File: src/rtl/alu_mul_seq_pkg.sv
// Shared encodings for the sequential multiplier and the 32-bit ALU it drives.
// Holds the ALU operation codes, the controller states and the iteration count.
package alu_mul_seq_pkg;

  localparam logic [1:0] OP_AND = 2'd0;
  localparam logic [1:0] OP_OR  = 2'd1;
  localparam logic [1:0] OP_ADD = 2'd2;
  localparam logic [1:0] OP_SLT = 2'd3;

  localparam int MUL_ITER = 32;

  typedef enum logic [1:0] {
    ST_IDLE = 2'd0,
    ST_CALC = 2'd1,
    ST_DONE = 2'd2
  } mul_state_e;

  // Per-cycle action on the partial product high word.
  typedef enum logic [1:0] {
    MOP_PASS = 2'd0,
    MOP_ADD  = 2'd1,
    MOP_SUB  = 2'd2
  } mul_op_e;

endpackage

File: src/rtl/alu_mul_seq_alu.sv
// 32-bit ALU (AND/OR/ADD/SLT) with operand inversion, carry-in, carry-out and
// an overflow-corrected sign output usable as the true sign of a signed add.
module ALU_32bit
  import alu_mul_seq_pkg::*;
(
  input  logic [31:0] src1_i,
  input  logic [31:0] src2_i,
  input  logic        a_invert_i,
  input  logic        b_invert_i,
  input  logic        cin_i,
  input  logic [1:0]  operation_i,
  input  logic        less_i,
  output logic [31:0] result_o,
  output logic        cout_o,
  output logic        sign_o
);

  logic [31:0] w_a;
  logic [31:0] w_b;
  logic [32:0] w_sum;
  logic        w_ovf;

  assign w_a   = a_invert_i ? ~src1_i : src1_i;
  assign w_b   = b_invert_i ? ~src2_i : src2_i;
  assign w_sum = {1'b0, w_a} + {1'b0, w_b} + {32'b0, cin_i};
  assign w_ovf = (w_a[31] == w_b[31]) && (w_sum[31] != w_a[31]);

  assign cout_o = w_sum[32];
  assign sign_o = w_sum[31] ^ w_ovf;

  // less_i feeds the upper bit slices in SLT mode; bit 0 carries the set result.
  always_comb begin
    result_o = '0;
    case (operation_i)
      OP_AND:  result_o = w_a & w_b;
      OP_OR:   result_o = w_a | w_b;
      OP_ADD:  result_o = w_sum[31:0];
      OP_SLT:  result_o = {{31{less_i}}, sign_o};
      default: result_o = '0;
    endcase
  end

endmodule

File: src/rtl/alu_mul_seq.sv
// Multi-cycle 32x32->64 multiplier: radix-2 Booth (signed) or shift-add
// (unsigned), one pass through the shared 32-bit ALU per cycle.
module alu_mul_seq
  import alu_mul_seq_pkg::*;
#(
  parameter int DATA_W = 32,  // tied to the ALU width; other values unsupported
  parameter int CNT_W  = 5
) (
  input  logic                clk_i,
  input  logic                rst_i,
  input  logic                start_i,
  input  logic                signed_i,
  input  logic [DATA_W-1:0]   src1_i,
  input  logic [DATA_W-1:0]   src2_i,
  output logic                ready_o,
  output logic                busy_o,
  output logic                valid_o,
  input  logic                ack_i,
  output logic [2*DATA_W-1:0] prod_o
);

  // Handshakes: a request transfers on an edge where start_i && ready_o; a
  // result transfers on an edge where valid_o && ack_i. valid_o and prod_o
  // stay put until that transfer.

  mul_state_e        r_state;
  mul_state_e        w_state_nxt;
  logic [DATA_W-1:0] r_hi;
  logic [DATA_W-1:0] r_lo;
  logic [DATA_W-1:0] r_mcand;
  logic              r_q1;
  logic [CNT_W-1:0]  r_cnt;
  logic              r_signed;

  mul_op_e           w_mop;
  logic [DATA_W-1:0] w_alu_src2;
  logic              w_alu_binv;
  logic              w_alu_cin;
  logic [DATA_W-1:0] w_sum;
  logic              w_cout;
  logic              w_sign;
  logic              w_top;
  logic              w_last;

  assign w_last = (r_cnt == CNT_W'(MUL_ITER - 1));

  always_comb begin
    w_mop = MOP_PASS;
    if (r_signed) begin
      case ({r_lo[0], r_q1})
        2'b01:   w_mop = MOP_ADD;
        2'b10:   w_mop = MOP_SUB;
        default: w_mop = MOP_PASS;
      endcase
    end else if (r_lo[0]) begin
      w_mop = MOP_ADD;
    end
  end

  assign w_alu_src2 = (w_mop == MOP_PASS) ? '0 : r_mcand;
  assign w_alu_binv = (w_mop == MOP_SUB);
  assign w_alu_cin  = (w_mop == MOP_SUB);

  ALU_32bit u_alu (
    .src1_i      (r_hi),
    .src2_i      (w_alu_src2),
    .a_invert_i  (1'b0),
    .b_invert_i  (w_alu_binv),
    .cin_i       (w_alu_cin),
    .operation_i (OP_ADD),
    .less_i      (1'b0),
    .result_o    (w_sum),
    .cout_o      (w_cout),
    .sign_o      (w_sign)
  );

  // Bit shifted into hi: true sign for Booth's arithmetic shift, carry for unsigned.
  assign w_top = r_signed ? w_sign : w_cout;

  always_comb begin
    w_state_nxt = r_state;
    ready_o     = 1'b0;
    busy_o      = 1'b0;
    valid_o     = 1'b0;
    case (r_state)
      ST_IDLE: begin
        ready_o = 1'b1;
        if (start_i) w_state_nxt = ST_CALC;
      end
      ST_CALC: begin
        busy_o = 1'b1;
        if (w_last) w_state_nxt = ST_DONE;
      end
      ST_DONE: begin
        valid_o = 1'b1;
        if (ack_i) w_state_nxt = ST_IDLE;
      end
      default: w_state_nxt = ST_IDLE;
    endcase
  end

  always_ff @(posedge clk_i or posedge rst_i) begin
    if (rst_i) begin
      r_state <= ST_IDLE;
    end else begin
      r_state <= w_state_nxt;
    end
  end

  always_ff @(posedge clk_i or posedge rst_i) begin
    if (rst_i) begin
      r_hi     <= '0;
      r_lo     <= '0;
      r_mcand  <= '0;
      r_q1     <= 1'b0;
      r_cnt    <= '0;
      r_signed <= 1'b0;
    end else if (r_state == ST_IDLE && start_i) begin
      r_mcand  <= src1_i;
      r_lo     <= src2_i;
      r_hi     <= '0;
      r_q1     <= 1'b0;
      r_cnt    <= '0;
      r_signed <= signed_i;
    end else if (r_state == ST_CALC) begin
      r_hi  <= {w_top, w_sum[DATA_W-1:1]};
      r_lo  <= {w_sum[0], r_lo[DATA_W-1:1]};
      r_q1  <= r_lo[0];
      r_cnt <= r_cnt + CNT_W'(1);
    end
  end

  assign prod_o = {r_hi, r_lo};

endmodule

File: config.mk
export PLATFORM = sky130hd
export DESIGN_NAME = alu_mul_seq
export DESIGN_NICKNAME = d
export VERILOG_FILES = /design/src/rtl/alu_mul_seq_pkg.sv /design/src/rtl/alu_mul_seq_alu.sv /design/src/rtl/alu_mul_seq.sv
export SDC_FILE = /design/constraint.sdc
export NUM_CORES = 1
export LEC_CHECK = 0
export ABC_AREA = 1
export CORE_MARGIN = 5
export CORE_UTILIZATION = 52
export DETAILED_ROUTE_END_ITERATION = 8
export GPL_TIMING_DRIVEN = 0
export HOLD_SLACK_MARGIN = 0.1
export PLACE_DENSITY = 0.79
export SLEW_MARGIN = 20
export SYNTH_ARGS = -nofsm -noshare
export SYNTH_HDL_FRONTEND = slang
export SYNTH_SLANG_ARGS = --single-unit
File: constraint.sdc
create_clock -name clk_i -period 5.8 [get_ports clk_i]
set_clock_uncertainty 0.15 [all_clocks]
set_input_delay 1.74 -clock clk_i [delete_from_list [all_inputs] [get_ports clk_i]]
set_output_delay 1.74 -clock clk_i [all_outputs]
set_load 0.05 [all_outputs]
==> flow_summary_export.csv <==
group,metric,value,unit
status,outcome,"finished, final reports clean",
synth,synth_edf_count,0,
sta,worst_pin_slew,0.736,ns
clocking,cts_buffer_depth,2,
synth,synthMostInstantiatedCell,"nand2_1",
synth,synth_area,6390,sq um
floorplanning,die_x,121,um
min_path,hp-class,"reg -> reg",
clocking,ctsHoldBuffers,0,
run,max_cap_viol_count,0,
synth,yosysTopAreaCell,"dfrtp_1",
final_layout,post-route-util,68.6,%
routing,totalWireLength,18.5,mm
floorplanning,fp.dieArea,14600,sq um
floorplanning,die_h,121,um
critical_path,regToRegSetupSlack,2.05,ns
sta,relSlewSlack,51.0,%
critical_path,reg2reg_to,"r_hi[31]",
clocking,htreeDepth,3,
placed_design,portBuffers,135,
routing,drcViolationCount,0,
synth,ys_seq_area_share,41.1,%
synth,syn_area_per_cell,7.46,sq um
critical_path,critPathMaxFanout,10,
critical_path,crit_type,"reg -> out",
min_path,worstHoldPathCells,2,
synth,yosysTopAreaCellShare,41.1,%
floorplanning,coreArea,12000,sq um
clocking,cts_resized,0,
critical_path,worst_setup_path_end_kind,"primary output",
synth,yosys.cell_types.count,36,
final_layout,num_antenna_cells,0,
placed_design,placedCellCount,1139,
sta,fin_crit_sh,77.4,%
critical_path,crit_arrival,2.60,ns
min_path,hp-start,"r_hi[15]",
floorplanning,rows,40,
synth,syn_inst,856,
synth,ys_warn_count,0,
synth,synth_commonest_cells,"nand2_1 (249), inv_1 (109), dfrtp_1 (105)",
routing,drtPass1Iterations,6,
routing,postRouteAntennaNets,0,
clocking,clk_latency,0.36,ns
synth,synth_area_leaders,"dfrtp_1 (41%), nand2_1 (15%), ha_1 (7.1%)",
global_routing,grt_pass1_wl,30.2,mm
final_layout,fin_area,8250,sq um
sta,slew_viol_final,0,
final_layout,nets,1109,
routing,num_vias,6329,
clocking,cts.sinks,105,
placed_design,place_area,7950,sq um
clocking,numCtsBuffers,9,
sta,worst_hold_slack,0.365,ns
placed_design,gp_congestion,1.01,
min_path,min_to,"r_hi[15]",
critical_path,worstPathRequired,3.91,ns
final_layout,drive_gt1_share,4.07,%
sta,setup_viol,0,
sta,fmax,223,MHz
global_routing,grt_pass1_vias,5990,
placed_design,dp_hpwl,14.2,mm
global_routing,overflow,0,
final_layout,finalNonFillerCells,1154,
synth,postSynthNetCount,962,
clocking,cts_tree,"done",
critical_path,r2r.worst_path.cells,15,
synth,synthArstFlopShare,100,%
clocking,post_cts_buffers,0,
clocking,clkTransAtPathRegs,0.07,ns
critical_path,reg2reg_from,"r_signed",
clocking,root_buffer,"clkbuf_16",
global_routing,antenna_found_initial,0,
sta,rsz0062_at_grt,"false",
floorplanning,start_util,53.2,%
sta,hold_viol_final,0,
routing,drt_iter0_drc,472,
sta,period_needed,4.49,ns
critical_path,cp-start-kind,"register",
final_layout,fillers,1054,
synth,ys_ff_latch,105,
floorplanning,io_pins,136,
global_routing,grt_start_max_net_pins,55,
synth,synth-main-ff-cell,"dfrtp_1",
global_routing,track_usage,26.2,%
final_layout,syn_to_final_growth,29.1,%
routing,wire_per_inst,16.0,um
routing,vias_per_cell,5.48,
==> how the worst max path moves through the flow <==
stage / cells after the start / slack (ns) / to / start
finish: 4 / 1.31 / busy_o / r_state[0]
global route: 4 / 1.21 / busy_o / r_state[0]
CTS: 4 / 1.34 / busy_o / r_state[0]
detailed placement: 4 / 1.73 / busy_o / r_state[0]
global placement: 2 / -0.51 / r_hi[19] / rst_i
floorplan: 1 / 1.15 / r_cnt[0] / rst_i
==> sequential cells by signal (all words and copies together) (netlist names) <==
name      cells
r_cnt         5
r_hi         32
r_lo         32
r_mcand      32
r_q1          1
r_signed      1
r_state       2
==> cell type report <==
cell class                 instances  area [sq um]  share of cell area [%]
inverter                         113           429                    5.20
multi-input combinational        609          3220                    39.1
timing repair buffer             136          1380                    16.7
buffer                            29           111                    1.35
clock inverter                     5          52.6                   0.637
tap                              147           184                    2.23
clock buffer                      10           239                    2.90
sequential                       105          2630                    31.9
==> metrics by stage <==
step,setup WS (ns),setup TNS (ns)
6_report,1.31,0
5_1_grt,1.21,0
4_1_cts,1.34,0
3_5_place_dp,1.73,0
3_3_place_gp,-0.510,-52.69
2_1_floorplan,1.15,0
==> layer usage <==
metal  vias up  track usage [%]  wire length, um
met5         -                0                0
met4         0             7.58              429
met3        26             8.00             1560
met2       203             39.7             8230
met1      2964             36.3             8280
li1       3136                -                -
==> worst max-delay path, cell delays in order (launching register included) <==
cell	delay (ns)
dfrtp_1	0.40
inv_1	0.05
nor2_1	0.25
clkbuf_1	0.61
clkdlybuf4s50_1	0.94
==> kinds of logic after synthesis <==
family          count (synthesis)  synth area share, %
flops                         105                 41.1
xor+xnor                        3                0.412
fa+ha+maj                      37                 7.37
buf+inv                       142                 8.39
compound gates                238                 21.9
simple gates                  331                 20.8
==> placed cells by master, fill, tap and decap left out, types with 4 or more instances in the layout <==
cell,Yosys,routed
o21bai_1,4,4
dfrtp_1,105,105
nand4_1,4,4
a21o_1,8,8
o221ai_1,32,32
inv_2,4,4
clkdlybuf4s50_1,0,135
nand2_1,249,249
nor4_1,4,4
nor2_1,45,45
o21ai_1,7,7
inv_1,109,108
a21oi_1,78,78
o21ai_0,87,87
ha_1,36,36
nand2_2,9,9
o31ai_1,4,4
a31oi_1,5,5
clkbuf_16,0,9
clkbuf_1,20,20
nand3_1,13,13
buf_1,7,7
Power is not shown: default switching activity piles up to over one toggle a cycle in this logic, so the estimate is an artifact.
